## config.mk

```make
export PLATFORM = sky130hd
export DESIGN_NAME = life_scheduler_flat
export DESIGN_NICKNAME = d
export VERILOG_FILES = /design/src/rtl/life_scheduler_if.sv /design/src/rtl/life_scheduler.sv /design/src/flat_wrapper.sv
export SDC_FILE = /design/constraint.sdc
export NUM_CORES = 1
export LEC_CHECK = 0
export ABC_AREA = 0
export BUFFER_PORTS_ARGS = -buffer_cell sky130_fd_sc_hd__buf_4
export CAP_MARGIN = 20
export CORE_UTILIZATION = 40
export CTS_CLUSTER_SIZE = 10
export DETAILED_ROUTE_END_ITERATION = 8
export PLACE_DENSITY_LB_ADDON = 0.25
export SYNTH_ARGS = -nofsm -noshare
export SYNTH_HDL_FRONTEND = slang
export SYNTH_SLANG_ARGS = --single-unit
```

## constraint.sdc

```tcl
create_clock -name clk_in -period 2 [get_ports clk_in]
set_clock_uncertainty 0.15 [all_clocks]
set_input_delay 0.1 -clock clk_in [delete_from_list [all_inputs] [get_ports clk_in]]
set_output_delay 0.1 -clock clk_in [all_outputs]
set_load 0.05 [all_outputs]
```

## src/rtl/life_scheduler_if.sv

```systemverilog
`default_nettype none
// ============================================================================
// Module      : life_scheduler_if
// Description : Control, cursor and edit-memory bundle of life_scheduler.
// Revision    : 1.0 - initial release
// ============================================================================
interface life_scheduler_if #(
    parameter int LOG_MAX_SPEED  = 4,
    parameter int LOG_BOARD_SIZE = 6,
    parameter int LOG_WORD_SIZE  = 4,
    parameter int LOG_MAX_ADDR   = 9
);
    localparam int c_WORD_SIZE = 2**LOG_WORD_SIZE;

    logic                      frame_tick_in;
    logic [LOG_MAX_SPEED-1:0]  speed_in;
    logic                      step_in;
    logic [LOG_BOARD_SIZE-1:0] cursor_x_in;
    logic [LOG_BOARD_SIZE-1:0] cursor_y_in;
    logic                      cursor_click_in;
    logic                      engine_done_in;
    logic                      engine_start_out;
    logic                      rd_bank_out;
    logic [LOG_MAX_ADDR-1:0]   edit_addr_out;
    logic                      edit_rd_out;
    logic [c_WORD_SIZE-1:0]    edit_data_in;
    logic [c_WORD_SIZE-1:0]    edit_data_out;
    logic                      edit_wr_out;
    logic                      busy_out;
    logic [15:0]               gen_count_out;

    // Scheduler side
    modport master (
        input  frame_tick_in, speed_in, step_in, cursor_x_in, cursor_y_in,
               cursor_click_in, engine_done_in, edit_data_in,
        output engine_start_out, rd_bank_out, edit_addr_out, edit_rd_out,
               edit_data_out, edit_wr_out, busy_out, gen_count_out
    );

    // UI / engine / memory side
    modport slave (
        output frame_tick_in, speed_in, step_in, cursor_x_in, cursor_y_in,
               cursor_click_in, engine_done_in, edit_data_in,
        input  engine_start_out, rd_bank_out, edit_addr_out, edit_rd_out,
               edit_data_out, edit_wr_out, busy_out, gen_count_out
    );
endinterface
`default_nettype wire

```

## src/rtl/life_scheduler.sv

```systemverilog
`default_nettype none
// ============================================================================
// Module      : life_scheduler
// Description : Paces Life generations, swaps board banks and performs
//               read-modify-write cell toggles between generations.
//               Optional macro LIFE_SCHED_STEP_EN adds single-step support.
// Revision    : 1.0 - initial release
// ============================================================================
module life_scheduler #(
    parameter int LOG_MAX_SPEED  = 4,
    parameter int LOG_BOARD_SIZE = 6,
    parameter int LOG_WORD_SIZE  = 4,
    parameter int LOG_MAX_ADDR   = 9,
    parameter int RD_LATENCY     = 2
) (
    input wire clk_in,
    input wire rst_in,
    life_scheduler_if.master bus
);
    localparam int c_WORD_SIZE  = 2**LOG_WORD_SIZE;
    localparam int c_ROW_SHIFT  = LOG_BOARD_SIZE - LOG_WORD_SIZE;
    localparam int c_BANK_SHIFT = 2*LOG_BOARD_SIZE - LOG_WORD_SIZE;
    localparam int c_WAIT_W     = $clog2(RD_LATENCY + 1);
    localparam logic [c_WAIT_W-1:0]      c_WAIT_LAST  = c_WAIT_W'(RD_LATENCY - 1);
    localparam logic [LOG_MAX_SPEED:0]   c_SPEED_SPAN = (LOG_MAX_SPEED+1)'(2**LOG_MAX_SPEED);
    localparam logic [c_WORD_SIZE-1:0]   c_MSB        = {1'b1, {(c_WORD_SIZE-1){1'b0}}};

    typedef enum logic [2:0] {
        S_IDLE      = 3'd0,
        S_RUN       = 3'd1,
        S_EDIT_RD   = 3'd2,
        S_EDIT_WAIT = 3'd3,
        S_EDIT_WR   = 3'd4
    } state_t;

    state_t                    r_state;
    logic [LOG_MAX_SPEED:0]    r_frame_cnt;
    logic                      r_pend_valid;
    logic [LOG_BOARD_SIZE-1:0] r_pend_x;
    logic [LOG_BOARD_SIZE-1:0] r_pend_y;
    logic [c_WAIT_W-1:0]       r_wait_cnt;
    logic                      r_engine_start;
    logic                      r_rd_bank;
    logic [LOG_MAX_ADDR-1:0]   r_edit_addr;
    logic                      r_edit_rd;
    logic [c_WORD_SIZE-1:0]    r_edit_data;
    logic                      r_edit_wr;
    logic                      r_busy;
    logic [15:0]               r_gen_count;

    logic [LOG_MAX_SPEED:0]    w_period;
    logic                      w_period_due;
    logic                      w_start_req;
    logic                      w_fire;
    logic                      w_pend_clear;
    logic [LOG_MAX_ADDR-1:0]   w_edit_addr;
    logic [c_WORD_SIZE-1:0]    w_mask;

    assign w_period     = c_SPEED_SPAN - {1'b0, bus.speed_in};
    assign w_period_due = (bus.speed_in != '0) && (r_frame_cnt >= w_period);
    // Edits take priority, so a start only fires from IDLE with nothing pending
    assign w_fire       = (r_state == S_IDLE) && !r_pend_valid && w_start_req;
    assign w_pend_clear = (r_state == S_EDIT_WR);

    assign w_edit_addr = (LOG_MAX_ADDR'(r_rd_bank) << c_BANK_SHIFT)
                       + (LOG_MAX_ADDR'(r_pend_y) << c_ROW_SHIFT)
                       + LOG_MAX_ADDR'(r_pend_x[LOG_BOARD_SIZE-1:LOG_WORD_SIZE]);
    // Leftmost column lives in the word MSB
    assign w_mask = c_MSB >> r_pend_x[LOG_WORD_SIZE-1:0];

`ifdef LIFE_SCHED_STEP_EN
    logic r_step_req;

    always_ff @(posedge clk_in) begin
        if (rst_in) begin
            r_step_req <= 1'b0;
        end else if (bus.step_in && (bus.speed_in == '0)) begin
            r_step_req <= 1'b1;
        end else if (w_fire) begin
            r_step_req <= 1'b0;
        end
    end

    assign w_start_req = w_period_due || r_step_req;
`else
    logic w_unused_step;
    assign w_unused_step = bus.step_in;
    assign w_start_req   = w_period_due;
`endif

    always_ff @(posedge clk_in) begin
        if (rst_in) begin
            r_frame_cnt <= '0;
        end else if (w_fire) begin
            r_frame_cnt <= '0;
        end else if (bus.frame_tick_in && (r_frame_cnt != '1)) begin
            r_frame_cnt <= r_frame_cnt + (LOG_MAX_SPEED+1)'(1);
        end
    end

    // A click landing on the clearing cycle replaces the finished edit
    always_ff @(posedge clk_in) begin
        if (rst_in) begin
            r_pend_valid <= 1'b0;
            r_pend_x     <= '0;
            r_pend_y     <= '0;
        end else begin
            if (w_pend_clear) begin
                r_pend_valid <= 1'b0;
            end
            if (bus.cursor_click_in && (!r_pend_valid || w_pend_clear)) begin
                r_pend_valid <= 1'b1;
                r_pend_x     <= bus.cursor_x_in;
                r_pend_y     <= bus.cursor_y_in;
            end
        end
    end

    always_ff @(posedge clk_in) begin
        if (rst_in) begin
            r_state        <= S_IDLE;
            r_wait_cnt     <= '0;
            r_engine_start <= 1'b0;
            r_rd_bank      <= 1'b0;
            r_edit_addr    <= '0;
            r_edit_rd      <= 1'b0;
            r_edit_data    <= '0;
            r_edit_wr      <= 1'b0;
            r_busy         <= 1'b0;
            r_gen_count    <= '0;
        end else begin
            r_engine_start <= 1'b0;
            r_edit_rd      <= 1'b0;
            r_edit_wr      <= 1'b0;
            case (r_state)
                S_IDLE: begin
                    if (r_pend_valid) begin
                        r_state     <= S_EDIT_RD;
                        r_edit_rd   <= 1'b1;
                        r_edit_addr <= w_edit_addr;
                        r_busy      <= 1'b1;
                    end else if (w_fire) begin
                        r_state        <= S_RUN;
                        r_engine_start <= 1'b1;
                        r_busy         <= 1'b1;
                    end
                end
                S_RUN: begin
                    if (bus.engine_done_in) begin
                        r_state     <= S_IDLE;
                        r_rd_bank   <= ~r_rd_bank;
                        r_gen_count <= r_gen_count + 16'd1;
                        r_busy      <= 1'b0;
                    end
                end
                S_EDIT_RD: begin
                    r_state    <= S_EDIT_WAIT;
                    r_wait_cnt <= '0;
                end
                S_EDIT_WAIT: begin
                    if (r_wait_cnt == c_WAIT_LAST) begin
                        r_state     <= S_EDIT_WR;
                        r_edit_data <= bus.edit_data_in ^ w_mask;
                        r_edit_wr   <= 1'b1;
                    end else begin
                        r_wait_cnt <= r_wait_cnt + c_WAIT_W'(1);
                    end
                end
                S_EDIT_WR: begin
                    r_state <= S_IDLE;
                    r_busy  <= 1'b0;
                end
                default: begin
                    r_state <= S_IDLE;
                    r_busy  <= 1'b0;
                end
            endcase
        end
    end

    assign bus.engine_start_out = r_engine_start;
    assign bus.rd_bank_out      = r_rd_bank;
    assign bus.edit_addr_out    = r_edit_addr;
    assign bus.edit_rd_out      = r_edit_rd;
    assign bus.edit_data_out    = r_edit_data;
    assign bus.edit_wr_out      = r_edit_wr;
    assign bus.busy_out         = r_busy;
    assign bus.gen_count_out    = r_gen_count;
endmodule
`default_nettype wire

```

## src/flat_wrapper.sv

```systemverilog
// flat-port wrapper written by rule: the top's interface ports become plain ports
module life_scheduler_flat 
#(
    parameter int LOG_MAX_SPEED  = 4,
    parameter int LOG_BOARD_SIZE = 6,
    parameter int LOG_WORD_SIZE  = 4,
    parameter int LOG_MAX_ADDR   = 9,
    parameter int RD_LATENCY     = 2
)
  (clk_in, rst_in, bus_frame_tick_in, bus_speed_in, bus_step_in, bus_cursor_x_in, bus_cursor_y_in, bus_cursor_click_in, bus_engine_done_in, bus_edit_data_in, bus_engine_start_out, bus_rd_bank_out, bus_edit_addr_out, bus_edit_rd_out, bus_edit_data_out, bus_edit_wr_out, bus_busy_out, bus_gen_count_out);
  life_scheduler_if #(.LOG_MAX_SPEED(LOG_MAX_SPEED), .LOG_BOARD_SIZE(LOG_BOARD_SIZE), .LOG_WORD_SIZE(LOG_WORD_SIZE), .LOG_MAX_ADDR(LOG_MAX_ADDR)) bus_i ();
  input wire clk_in;
  input wire rst_in;
  input wire logic [$bits(bus_i.frame_tick_in)-1:0] bus_frame_tick_in;
  input wire logic [$bits(bus_i.speed_in)-1:0] bus_speed_in;
  input wire logic [$bits(bus_i.step_in)-1:0] bus_step_in;
  input wire logic [$bits(bus_i.cursor_x_in)-1:0] bus_cursor_x_in;
  input wire logic [$bits(bus_i.cursor_y_in)-1:0] bus_cursor_y_in;
  input wire logic [$bits(bus_i.cursor_click_in)-1:0] bus_cursor_click_in;
  input wire logic [$bits(bus_i.engine_done_in)-1:0] bus_engine_done_in;
  input wire logic [$bits(bus_i.edit_data_in)-1:0] bus_edit_data_in;
  output wire logic [$bits(bus_i.engine_start_out)-1:0] bus_engine_start_out;
  output wire logic [$bits(bus_i.rd_bank_out)-1:0] bus_rd_bank_out;
  output wire logic [$bits(bus_i.edit_addr_out)-1:0] bus_edit_addr_out;
  output wire logic [$bits(bus_i.edit_rd_out)-1:0] bus_edit_rd_out;
  output wire logic [$bits(bus_i.edit_data_out)-1:0] bus_edit_data_out;
  output wire logic [$bits(bus_i.edit_wr_out)-1:0] bus_edit_wr_out;
  output wire logic [$bits(bus_i.busy_out)-1:0] bus_busy_out;
  output wire logic [$bits(bus_i.gen_count_out)-1:0] bus_gen_count_out;
  assign bus_i.frame_tick_in = bus_frame_tick_in;
  assign bus_i.speed_in = bus_speed_in;
  assign bus_i.step_in = bus_step_in;
  assign bus_i.cursor_x_in = bus_cursor_x_in;
  assign bus_i.cursor_y_in = bus_cursor_y_in;
  assign bus_i.cursor_click_in = bus_cursor_click_in;
  assign bus_i.engine_done_in = bus_engine_done_in;
  assign bus_i.edit_data_in = bus_edit_data_in;
  assign bus_engine_start_out = bus_i.engine_start_out;
  assign bus_rd_bank_out = bus_i.rd_bank_out;
  assign bus_edit_addr_out = bus_i.edit_addr_out;
  assign bus_edit_rd_out = bus_i.edit_rd_out;
  assign bus_edit_data_out = bus_i.edit_data_out;
  assign bus_edit_wr_out = bus_i.edit_wr_out;
  assign bus_busy_out = bus_i.busy_out;
  assign bus_gen_count_out = bus_i.gen_count_out;
  life_scheduler #(.LOG_MAX_SPEED(LOG_MAX_SPEED), .LOG_BOARD_SIZE(LOG_BOARD_SIZE), .LOG_WORD_SIZE(LOG_WORD_SIZE), .LOG_MAX_ADDR(LOG_MAX_ADDR), .RD_LATENCY(RD_LATENCY)) u_core (.clk_in(clk_in), .rst_in(rst_in), .bus(bus_i));
endmodule
```

-- Yosys cells after proc, flatten, opt, wreduce, memory -nomap -nowiden
Cells that the tools add are included.
- register bits: 69
- bits in latches: 0
- RAM bits: 0
- memory bits (read-only): 0
- input port bits: 38
- output and inout port bits: 46
- word-level logic and storage cells: 75
- memories kept: 0
- $add $sub $neg: 6
- multipliers: 0
- div/mod/pow operators: 0
- $lt $le $gt $ge: 1
- eq/ne operators: 10
- shifts and indexed selects: 1
- mux-type cells: 16
- bitwise gates (word level): 5
- reduce and logical (&&, ||, !) cells: 22
- operators by type and width (operator ; number):
    $add A16 B1 Y16 const B ; 1
    $shr A16 B4 Y16 const A ; 1
    $xor A16 B16 Y16 ; 1
    $mux W3 ; 4
    $pmux W3 S4 ; 1
    $add A9 B2 Y9 ; 1
    $add A9 B8 Y9 ; 1
    $mux W1 ; 8
    $reduce_and A2 Y1 ; 4
    $reduce_or A2 Y1 ; 4
    $eq A3 B2 Y1 const B ; 2
    $reduce_and A3 Y1 ; 2
    $add A5 B1 Y5 const B ; 1
    $ge A5 B5 Y1 ; 1
    $logic_and A1 B1 Y1 ; 5
    $ne A5 B5 Y1 const B ; 1
    $sub A5 B4 Y5 const A ; 1
    $ne A2 B2 Y1 const B ; 2
    $not A1 Y1 ; 4
    $pmux W2 S2 ; 1
    $reduce_bool A2 Y1 ; 2
    $reduce_bool A4 Y1 ; 1
    $eq A3 B1 Y1 const B ; 1
    $eq A3 B3 Y1 const B ; 1
    other kinds (10) ; 10

-- Longest topological paths before layout
Gate-level depths: netlist of the first run.
- word-level depth: 7
- gate-level depth with buffers: 10
- mapped depth without buffers: 9

-- Worst setup path before layout of the first run
Ideal clock, no wire load.
- kind: input-to-reg
- start: input bus_speed_in[0]
- end: register u_core.r_frame_cnt[0]
- setup time: 64 ps
- arrival: 1813 ps
- data required time: 1786 ps
- path slack: -27 ps
- cell stages on the path: 9
- path buffers: 1
- cell sequence: inv_1 ha_1 or3b_1 buf_2 ha_1 a21o_1 o21bai_1 a41o_1 nor2_1
- cells in the longest elaborated chain, start to end: 5
- elaborated cells on any way between the ends: 6
- classes of those cells: add/sub (1); order compare (1); reduce/logical (4)
- RTL lines (item ; line ; source):
    from (decl) ; flat_wrapper.sv:15 ; input wire logic [$bits(bus_i.speed_in)-1:0] bus_speed_in;
    $sub A5 B4 Y5 ; life_scheduler.sv:59 ; assign w_period = c_SPEED_SPAN - {1'b0, bus.speed_in};
    $ge A5 B5 Y1 ; life_scheduler.sv:60 ; assign w_period_due = (bus.speed_in != '0) && (r_frame_cnt >= w_period);
    $logic_and A1 B1 Y1 * ; life_scheduler.sv:60 ;
    $logic_and A1 B1 Y1 * ; life_scheduler.sv:62 ; assign w_fire = (r_state == S_IDLE) && !r_pend_valid && w_start_req;
    $reduce_or A2 Y1 (no source line) * ; n/a ;
    to (signal assigned) ; life_scheduler.sv:97 ; r_frame_cnt <= r_frame_cnt + (LOG_MAX_SPEED+1)'(1);
    to (decl) ; life_scheduler.sv:37 ; logic [LOG_MAX_SPEED:0] r_frame_cnt;
Every way passes the cells marked *; elsewhere a longest branch is shown, timed or not.
A chain may end at the register's enable or synchronous reset.

-- Final worst setup path of the first run
- start: register u_core.r_state[0]
- end: register u_core.r_gen_count[13] (netlist: u_core.bus.gen_count_out[13])
- cells in the longest elaborated chain, start to end: 2
- RTL lines (item ; line ; source):
    from (decl) ; life_scheduler.sv:36 ; state_t r_state;
    from (signal assigned) ; life_scheduler.sv:121 ; r_state <= S_IDLE;
    from (signal assigned) ; life_scheduler.sv:138 ; r_state <= S_EDIT_RD;
    from (signal assigned) ; life_scheduler.sv:143 ; r_state <= S_RUN;
    $eq A3 B1 Y1 ; life_scheduler.sv:135 ; case (r_state)
    $reduce_and A2 Y1 (no source line) ; n/a ;
    to (signal assigned) ; life_scheduler.sv:152 ; r_gen_count <= r_gen_count + 16'd1;
    to (decl) ; life_scheduler.sv:49 ; logic [15:0] r_gen_count;
Every way passes these cells.

==> run_results.csv, run 1 <==
group,metric,value,unit
floorplan,die_height,89.94,µm
sta,slew_viol_final,0,
finish,finalNonFillerCells,567,
worst_setup_path,crit_family,"simple AND/OR/NAND/NOR gates",
floorplan,die_w,89.94,µm
routing,detail_route.vias_per_cell,4.838,
placement,post-dp-hpwl,4687,µm
cts,h-tree-depth,3,
power_and_ir_drop,powerDensity,779.1,nW/µm²
yosys,synth_edf_count,0,
finish,nNetsFinal,511,
global_route,grt_pass1_vias,2432,
yosys,syn_area,3093,µm²
worst_setup_path,critPathCaptureType,"register",
worst_setup_path,critPathMaxStageDelay,0.43,ns
yosys,yosys.area.top_type,"dfxtp_1",
worst_setup_path,crit_chain,"and4bb_1 -> and4_1 -> nand3_1 -> xor2_1 -> nor2_1",
cts,cts-root-buf,"clkbuf_8",
power_and_ir_drop,p_leak,1.859,nW
yosys,ys_ff_latch,69,
floorplan,num_rows,31,
floorplan,core_area,7370,µm²
routing,wl_per_cell,12.25,µm
global_route,grt.overflow.total,0,
yosys,synthesis.instances,350,
sta,final-hold-violation-count,0,
global_route,grt_max_degree,66,
sta,hold_ws,0.1346,ns
global_route,grtUsageMet1,0.2273,
worst_setup_path,path_depth,5,
worst_hold_path,holdPathStages,2,
worst_setup_path,crit_path_start_kind,"register",
yosys,synthTopCellsByArea,"dfxtp_1 45%, nor2_1 7.6%, xnor2_1 5.9%",
yosys,seq_area_frac_synth,0.4466,
routing,vias,2743,
floorplan,die_area,8088,µm²
placement,gp_congestion,0.7412,
cts,cts_sinks,69,
status,status,"finished clean",
sta,tightest_slew,0.6830,ns
floorplan,ios,84,
worst_setup_path,cp.required,2.05,ns
worst_hold_path,worstHoldPathType,"input pin to register",
worst_setup_path,crit_buf_inv,0,
sta,timing.fmax,537.5,MHz
worst_setup_path,crit_slowest_cell,"and4bb_1",
global_route,antenna_found_initial,0,
cts,clk_pin_slew_worst_paths,0.07,ns
cts,cts_buffers,9,
finish,drive_above_1_share,0.2436,
yosys,yosys_most_used_dff,"dfxtp_1",
routing,wl,6943,µm
global_route,grtUsageTotal,0.1764,
floorplan,start_util,0.4197,
yosys,ys_async_sr_fraction,0,
finish,syn_to_final_growth,39.32,%
global_route,grt_most_used_layer,"met2",
placement,port_buffers,82,
run,drv_cap,0,
sta,period_minus_slack,1.860,ns
routing,dr.pass1.iters,4,
cts,clk_latency,0.34,ns
sta,finalSetupTns,0,ns
worst_setup_path,critical_path_class,"register to register",
yosys,avgSynthCellArea,8.837,µm²
global_route,grt_pass1_wl,11500,µm
routing,drtAntennaViolNets,0,
power_and_ir_drop,ir_drop,0.0003905,V
cts,cts_buffer_depth,2,
sta,period_share,0.9302,
sta,setup_viol,0,
routing,drt_iter0_drc,106,
yosys,synth_fp_nets,398,
yosys,yosys_warnings,0,
worst_setup_path,critPathArrivalTime,1.91,ns
sta,relSlewSlack,0.5446,
routing,remaining_drc_errors,0,
global_route,grt_use_met3,0.04146,
worst_setup_path,worstPathMaxFanout,7,
yosys,synth_top_area_share,0.4466,
placement,dp.cells,521,
global_route,grt_use_met2,0.2763,
finish,insertedDiodeCount,0,
cts,cts_tree,"yes",
yosys,synth.distinct_cells,41,
sta,rsz0062_at_grt,"no",
worst_setup_path,reg2reg_depth,5,
-- cells by family (layout without fill, tap and decap cells) --
kind of cell / Yosys count / count (layout) / share of synthesized area
AOI/OAI and AO/OA: 47 / 47 / 0.1040
muxes: 15 / 15 / 0.04854
DFF: 69 / 69 / 0.4466
buffers and inverters: 31 / 149 / 0.04773
and+or+nand+nor: 142 / 142 / 0.2108
adders and majority gates: 10 / 10 / 0.04045
xor gates and xnor gates: 36 / 36 / 0.1019
-- per-layer routing --
metal	up-vias	wire length (µm)
met2	65	3245
met1	1248	3186
met3	14	362
met5	-	0
met4	0	149
li1	1416	-
-- per-stage QoR --
stage               setup WS, ns  instance area (µm²)  power, mW    util
floorplan                0.02403                 3093      2.049       -
global placement        -0.07970                 3816      2.224  0.5178
detailed placement       -0.1564                 3816      2.239  0.5178
CTS                       0.1405                 4308      3.398  0.5846
global route             0.02725                 4309      3.547  0.5847
finish                    0.1396                 4309      3.357  0.5847
-- final timing paths --
path                                   start                                         to  slack [ns]
max           u_core.r_state[0]$_SDFFE_PP0P_  u_core.bus.gen_count_out[13]$_SDFFE_PP0P_        0.14
min                                   rst_in          u_core.r_wait_cnt[0]$_SDFFE_PP0P_        0.13
max reg2reg   u_core.r_state[0]$_SDFFE_PP0P_  u_core.bus.gen_count_out[13]$_SDFFE_PP0P_        0.14
min reg2reg  u_core.r_pend_x[4]$_SDFFE_PP0P_   u_core.bus.edit_addr_out[0]$_SDFFE_PP0P_        0.30
-- placed cells by master (no fill, tap or decap), types with 10 or more instances in the layout --
cell	synthesis	final
nand2_1	32	32
clkbuf_8	0	10
nor2_1	63	62
dfxtp_1	69	69
a211oi_1	16	16
ha_1	10	10
a21oi_1	14	14
dlygate4sd3_1	0	30
inv_1	11	11
xor2_1	15	15
buf_4	3	91
mux2i_1	15	15
nor3_1	14	14
xnor2_1	21	21
-- worst register-to-register path: stages (launching register included) --
cell and delay, ns:
dfxtp_1 0.40, and4bb_1 0.43, and4_1 0.40, nand3_1 0.14, xor2_1 0.16, nor2_1 0.05
-- sequential cells by signal (all words and copies together) (netlist names), 2 cells and up --
name                      cells
u_core.r_frame_cnt            5
u_core.bus.gen_count_out     16
u_core.r_pend_y               6
u_core.r_pend_x               6
u_core.bus.edit_addr_out      9
u_core.r_wait_cnt             2
u_core.bus.edit_data_out     16
u_core.r_state                3
-- cells in the mapped netlist (2+ instances only) --
master	instances
nand3_1	6
dfxtp_1	69
and3_1	3
and4_1	2
a22oi_1	2
nand2b_1	6
nand2_1	32
buf_4	3
xnor2_1	21
xor2_1	15
buf_6	2
clkbuf_1	11
a21o_1	3
inv_1	11
a21oi_1	14
nand4_1	6
o21ai_0	2
buf_2	4
mux2i_1	15
nor2_1	63
nor3_1	14
a211oi_1	16
o31ai_1	2
ha_1	10
and2_1	2
-- final cells by class --
cell class              instances  area, µm²
repair buffers                122       1003
multi-input cells             250       1568
well taps                      99      123.9
clock buffers                  11      141.4
flip-flops and latches         69       1381
inverters                      11      41.29
fillers                       663       3060
clock inverters                 5      50.05
-- power by group --
part / total, mW / switching, mW / internal, mW
clock network: 1.10 / 0.496 / 0.602
logic: 0.747 / 0.423 / 0.324
registers: 1.51 / 0.0641 / 1.45
total: 3.36 / 0.983 / 2.37
-- repair_timing --
| action | in CTS | in global routing |
|---|---|---|
| gates resized for setup | 0 | 1 |
| hold buffers | 30 | 0 |
| endpoints found under the setup margin | 0 | 1 |
| buffers inserted | 0 | 0 |
| endpoints found under the hold margin | 30 | 0 |
(Power assumes the default switching activity.)
==> run 2: changes to the inputs <==
- ABC_AREA: 0 -> 1
==> run_results.csv, run 2 <==
group,metric,value,unit
finish,syn_to_final_growth,36.39,%
yosys,synth_top_area_share,0.4150,
power_and_ir_drop,comb_power_share,0.195,
power_and_ir_drop,total_power,3.309,mW
cts,cts_buffer_depth,2,
sta,setup_viol,0,
routing,vias,3215,
yosys,synth_edf_count,0,
yosys,ys_async_sr_fraction,0,
routing,drtAntennaViolNets,0,
floorplan,ios,84,
worst_setup_path,critical_path_class,"register to register",
sta,timing.fmax,563.5,MHz
yosys,synth_top_cells_by_count,"77 x nand2_1, 69 x dfxtp_1, 65 x inv_1, 55 x nor2_1, 49 x a21oi_1",
global_route,grtUsageMet1,0.2348,
run,drv_cap,0,
finish,drive_above_1_share,0.1920,
routing,wl,7830,µm
global_route,grt_most_used_layer,"met2",
finish,layout_commonest_cell,"buf_4",
worst_setup_path,worstPathMaxFanout,6,
finish,nNetsFinal,617,
cts,cts_tree,"yes",
sta,tightest_slew,0.3178,ns
routing,dr.pass1.iters,4,
cts,clk_latency,0.34,ns
yosys,synth_fp_nets,504,
power_and_ir_drop,p_switching,970.8,µW
yosys,synth.distinct_cells,26,
yosys,yosys_most_used_dff,"dfxtp_1",
floorplan,die_height,93.22,µm
status,violations,"negative hold slack",
global_route,grt_pass1_wl,13700,µm
sta,rsz0062_at_grt,"no",
yosys,synthTopCellsByArea,"dfxtp_1 42%, nand2_1 8.7%, a21oi_1 7.4%",
placement,gp_congestion,0.7985,
placement,port_buffers,82,
placement,post-dp-hpwl,5421,µm
sta,final-hold-violation-count,1,
cts,clk_pin_slew_worst_paths,0.07,ns
yosys,seq_area_frac_synth,0.4150,
yosys,synthesis.instances,456,
global_route,grt_use_met3,0.03821,
finish,layout_common_cells,"88 x buf_4, 77 x nand2_1, 69 x dfxtp_1, 65 x inv_1, 54 x nor2_1",
cts,cts_sinks,69,
floorplan,core_area,7888,µm²
global_route,grtUsageTotal,0.1971,
global_route,antenna_found_initial,0,
power_and_ir_drop,clockPowerShare,0.350,
routing,detail_route.vias_per_cell,4.763,
routing,remaining_drc_errors,0,
worst_setup_path,crit_path_start_kind,"register",
sta,finalSetupTns,0,ns
sta,relSlewSlack,0.7878,
yosys,yosys.area.top_type,"dfxtp_1",
global_route,grt.overflow.total,0,
worst_setup_path,critPathCaptureType,"register",
yosys,yosys_warnings,0,
floorplan,start_util,0.4220,
sta,period_minus_slack,1.775,ns
global_route,grt_use_met2,0.3480,
yosys,avgSynthCellArea,7.299,µm²
worst_setup_path,crit_start,"u_core.r_frame_cnt[0]$_SDFFE_PP0P_",
floorplan,die_area,8689,µm²
sta,period_share,0.8873,
routing,drt_iter0_drc,128,
cts,cts-root-buf,"clkbuf_8",
status,status,"complete, but fails checks",
floorplan,die_w,93.22,µm
yosys,ys_ff_latch,69,
worst_hold_path,worstHoldPathType,"input pin to register",
sta,slew_viol_final,0,
yosys,synth_most_common_cell,"nand2_1",
worst_setup_path,critPathArrivalTime,1.86,ns
yosys,syn_area,3328,µm²
power_and_ir_drop,seqPwrFrac,0.455,
cts,h-tree-depth,3,
worst_setup_path,r2r-start,"u_core.r_frame_cnt[0]$_SDFFE_PP0P_",
routing,wl_per_cell,11.60,µm
global_route,grt_max_degree,32,
global_route,grt_pass1_vias,3094,
power_and_ir_drop,ir_drop,0.0003393,V
floorplan,num_rows,32,
power_and_ir_drop,power_switching_share,0.2934,
sta,hold_ws,-0.005273,ns
finish,insertedDiodeCount,0,
power_and_ir_drop,powerDensity,729.0,nW/µm²
worst_setup_path,cp.required,2.08,ns
cts,cts_setup_buffers,0,
cts,cts_buffers,9,
worst_hold_path,min_from,"bus_frame_tick_in",
power_and_ir_drop,p_leak,2.090,nW
power_and_ir_drop,p_int,2.339,mW
run 2: cell count changes after synthesis, sizes merged, moves of 8 or more:
| cell | before | now |
|---|---|---|
| inv | 11 | 67 |
| nand2 | 32 | 78 |
| a21oi | 15 | 49 |
| o21ai | 3 | 32 |
| a211oi | 16 | 0 |
| o21bai | 1 | 17 |
| mux2i | 15 | 0 |
| nand3 | 6 | 17 |
| nor3 | 14 | 3 |
| xor2 | 15 | 7 |
run 2: worst paths after layout:
check,endpoint,cells past startpoint,slack (ns)
worst max-delay path,u_core.r_frame_cnt[3]$_SDFFE_PP0P_,7,0.23
worst min-delay path,u_core.r_frame_cnt[4]$_SDFFE_PP0P_,5,-0.005
worst max register to register,u_core.r_frame_cnt[3]$_SDFFE_PP0P_,7,0.23
worst min register to register,u_core.bus.edit_addr_out[7]$_SDFFE_PP0P_,2,0.30
run 2: area by class of cell:
type | instances | area (µm²)
Fill cell | 738 | 3348
Multi-Input combinational cell | 304 | 1624
Timing Repair Buffer | 117 | 950.9
Clock buffer | 12 | 155.1
Clock inverter | 3 | 45.04
Inverter | 68 | 255.2
Sequential cell | 69 | 1381
Tap cell | 102 | 127.6
run 2: routing by layer:
metal  wire length (µm)  vias up
met5                  0        -
met4                128        0
met3                305       11
met2               3802       68
met1               3594     1449
li1                   -     1687
run 2: logic make-up after synthesis:
family / count (synthesis) / synth area share
buffers and inverters: 83 / 0.09774
flip-flops: 69 / 0.4150
AO/OA/AOI/OAI: 100 / 0.1643
adder cells (fa/ha/maj): 10 / 0.03759
XOR/XNOR: 23 / 0.06053
AND/OR/NAND/NOR: 171 / 0.2248
run 2: timing repair:
item,in CTS,in global routing
hold buffers,29,0
endpoints found under the setup margin,0,1
hold endpoints to repair,42,0
gates resized for setup,0,1
run 2: power by group through the flow:
stage | clock network (mW) | registers [mW] | logic, mW
6_report | 1.16 | 1.51 | 0.644
5_1_grt | 1.23 | 1.52 | 0.708
4_1_cts | 1.18 | 1.51 | 0.646
3_5_place_dp | 0 | 1.54 | 0.600
3_3_place_gp | 0 | 1.54 | 0.590
2_1_floorplan | 0 | 1.66 | 0.282
run 2: critical path: stages (launching register included):
cell and delay, ns:
dfxtp_1 0.34, ha_1 0.22, and3_1 0.18, ha_1 0.18, nor2_2 0.22, nand4_1 0.15
xor2_1 0.18, nor2_1 0.06
run 2: metrics by stage:
stage / setup slack, ns / util / std cells / hold slack [ns] / cell area (µm²)
6_report: 0.2254 / 0.5755 / 675 / -0.005273 / 4539
3_5_place_dp: 0.1696 / 0.5130 / 631 / 0.2155 / 4046
5_1_grt: 0.08738 / 0.5755 / 675 / 0.001708 / 4539
2_1_floorplan: 0.2358 / - / 456 / 0.1146 / 3328
4_1_cts: 0.1452 / 0.5752 / 675 / 0.008773 / 4537
3_3_place_gp: 0.2228 / 0.5130 / 631 / 0.2120 / 4046
==> run 3: changes to the inputs <==
- BUFFER_PORTS_ARGS: -buffer_cell sky130_fd_sc_hd__buf_4 -> not set
- DONT_BUFFER_PORTS: not set -> 1
==> run_results.csv, run 3 (synthesis gave the netlist of run 2 again) <==
group,metric,value,unit
status,status,"finished clean",
cts,h-tree-depth,3,
global_route,grt_max_degree,21,
sta,final-hold-violation-count,0,
cts,cts-root-buf,"clkbuf_8",
power_and_ir_drop,ir_drop,0.0003671,V
cts,cts_tree,"yes",
finish,drive_above_1_share,0.1238,
floorplan,core_area,7888,µm²
global_route,antenna_found_initial,0,
global_route,grt.overflow.total,0,
sta,timing.fmax,557.4,MHz
placement,port_buffers,0,
floorplan,die_w,93.22,µm
run,drv_cap,0,
sta,period_minus_slack,1.794,ns
placement,post-dp-hpwl,5373,µm
sta,slew_viol_final,0,
worst_setup_path,critical_path_class,"register to register",
cts,cts_buffers,9,
global_route,grt_pass1_vias,2963,
power_and_ir_drop,powerDensity,767.2,nW/µm²
global_route,grt_pass1_wl,13250,µm
floorplan,start_util,0.4220,
cts,cts_sinks,69,
sta,period_share,0.8970,
worst_setup_path,critPathArrivalTime,1.89,ns
worst_setup_path,crit_path_start_kind,"register",
routing,vias,3087,
cts,cts_setup_buffers,0,
routing,remaining_drc_errors,0,
finish,layout_common_cells,"77 x nand2_1, 69 x dfxtp_1, 65 x inv_1, 54 x nor2_1, 49 x a21oi_1",
worst_hold_path,worstHoldPathType,"input pin to register",
routing,dr.pass1.iters,4,
floorplan,num_rows,32,
routing,drtAntennaViolNets,0,
sta,setup_viol,0,
finish,syn_to_final_growth,27.78,%
cts,cts_buffer_depth,2,
routing,detail_route.vias_per_cell,4.861,
placement,gp_congestion,0.8366,
routing,wl_per_cell,12.58,µm
routing,drt_iter0_drc,88,
worst_setup_path,cp.required,2.09,ns
global_route,grtUsageTotal,0.1941,
worst_setup_path,crit_slowest_cell,"dfxtp_1",
floorplan,die_height,93.22,µm
worst_setup_path,crit_family,"simple AND/OR/NAND/NOR gates",
worst_setup_path,cpMostUsedCell,"ha_1",
floorplan,ios,84,
sta,tightest_slew,0.8749,ns
worst_setup_path,crit_chain,"ha_1 -> and3_1 -> ha_1 -> nor2_2 -> nand4_1 -> xor2_1 -> nor2_1",
power_and_ir_drop,total_power,3.263,mW
finish,fillers,732,
floorplan,die_area,8689,µm²
sta,finalSetupTns,0,ns
finish,nNetsFinal,576,
cts,clk_pin_slew_worst_paths,0.08,ns
worst_setup_path,critPathMaxStageDelay,0.34,ns
cts,clk_latency,0.35,ns
sta,relSlewSlack,0.4148,
sta,rsz0062_at_grt,"no",
worst_setup_path,crit_buf_inv,0,
worst_setup_path,critPathCaptureType,"register",
finish,insertedDiodeCount,0,
routing,wl,7987,µm
power_and_ir_drop,p_leak,1.886,nW
finish,layout_commonest_cell,"nand2_1",
worst_setup_path,worstPathMaxFanout,6,
-- run 3: cell types whose count changed in the layout (fill, tap and decap cells not counted) --
cell | previous run | this run
buf_4 | 88 | 42
dlygate4sd3_1 | 29 | 34
clkbuf_8 | 11 | 10
clkinv_4 | 0 | 2
clkbuf_1 | 1 | 0
inv_6 | 0 | 1
-- run 3: through the flow --
| stage | worst slack, ns | hold WS [ns] | utilization | instances | instance area, µm² |
|---|---|---|---|---|---|
| CTS | 0.1059 | 0.008450 | 0.5389 | 635 | 4250 |
| global route | 0.07520 | 0.06482 | 0.5392 | 635 | 4253 |
| detailed placement | 0.1335 | 0.02506 | 0.4692 | 585 | 3701 |
| global placement | 0.2570 | 0.02359 | 0.4692 | 585 | 3701 |
| floorplan | 0.2358 | 0.1146 | - | 456 | 3328 |
| finish | 0.2060 | 0.02817 | 0.5392 | 635 | 4253 |
-- run 3: worst paths after layout --
path | from | to | slack, ns | depth (start not counted)
max reg2reg | u_core.r_frame_cnt[0]$_SDFFE_PP0P_ | u_core.r_frame_cnt[3]$_SDFFE_PP0P_ | 0.21 | 7
min reg2reg | u_core.bus.busy_out$_SDFFE_PP0P_ | u_core.bus.busy_out$_SDFFE_PP0P_ | 0.30 | 2
min | rst_in | u_core.bus.edit_addr_out[1]$_SDFFE_PP0P_ | 0.03 | 3
max | u_core.r_frame_cnt[0]$_SDFFE_PP0P_ | u_core.r_frame_cnt[3]$_SDFFE_PP0P_ | 0.21 | 7
-- run 3: area by class of cell --
| cell class | instances | area (µm²) | share of cell area |
|---|---|---|---|
| clock buffer | 10 | 137.6 | 0.03236 |
| clock inverter | 6 | 71.32 | 0.01677 |
| inverter | 68 | 255.2 | 0.06002 |
| multi-input combinational | 304 | 1624 | 0.3819 |
| sequential | 69 | 1381 | 0.3248 |
| tap | 102 | 127.6 | 0.03001 |
| timing repair buffer | 76 | 655.6 | 0.1542 |
-- run 3: power breakdown --
part / total, mW / internal [mW] / switching, mW
logic: 0.479 / 0.187 / 0.292
registers: 1.59 / 1.45 / 0.146
clock network: 1.19 / 0.618 / 0.571
total: 3.26 / 2.25 / 1.01
-- run 3: timing repair --
item / 4_1_cts / 5_1_grt
endpoints found under the hold margin: 52 / 0
setup endpoints to repair: 0 / 1
hold buffers: 34 / 0
resized for setup: 0 / 1
-- run 3: worst reg2reg max path, cell delays in order, from the launching register on --
cell and delay, ns:
dfxtp_1 0.34, ha_1 0.22, and3_1 0.19, ha_1 0.19, nor2_2 0.22, nand4_1 0.15
xor2_1 0.17, nor2_1 0.06
-- run 3: routing by layer --
metal | track usage | wire length (µm)
met4 | 0.08077 | 129
met5 | 0 | 0
met3 | 0.04309 | 431
met1 | 0.2229 | 3518
met2 | 0.3456 | 3907
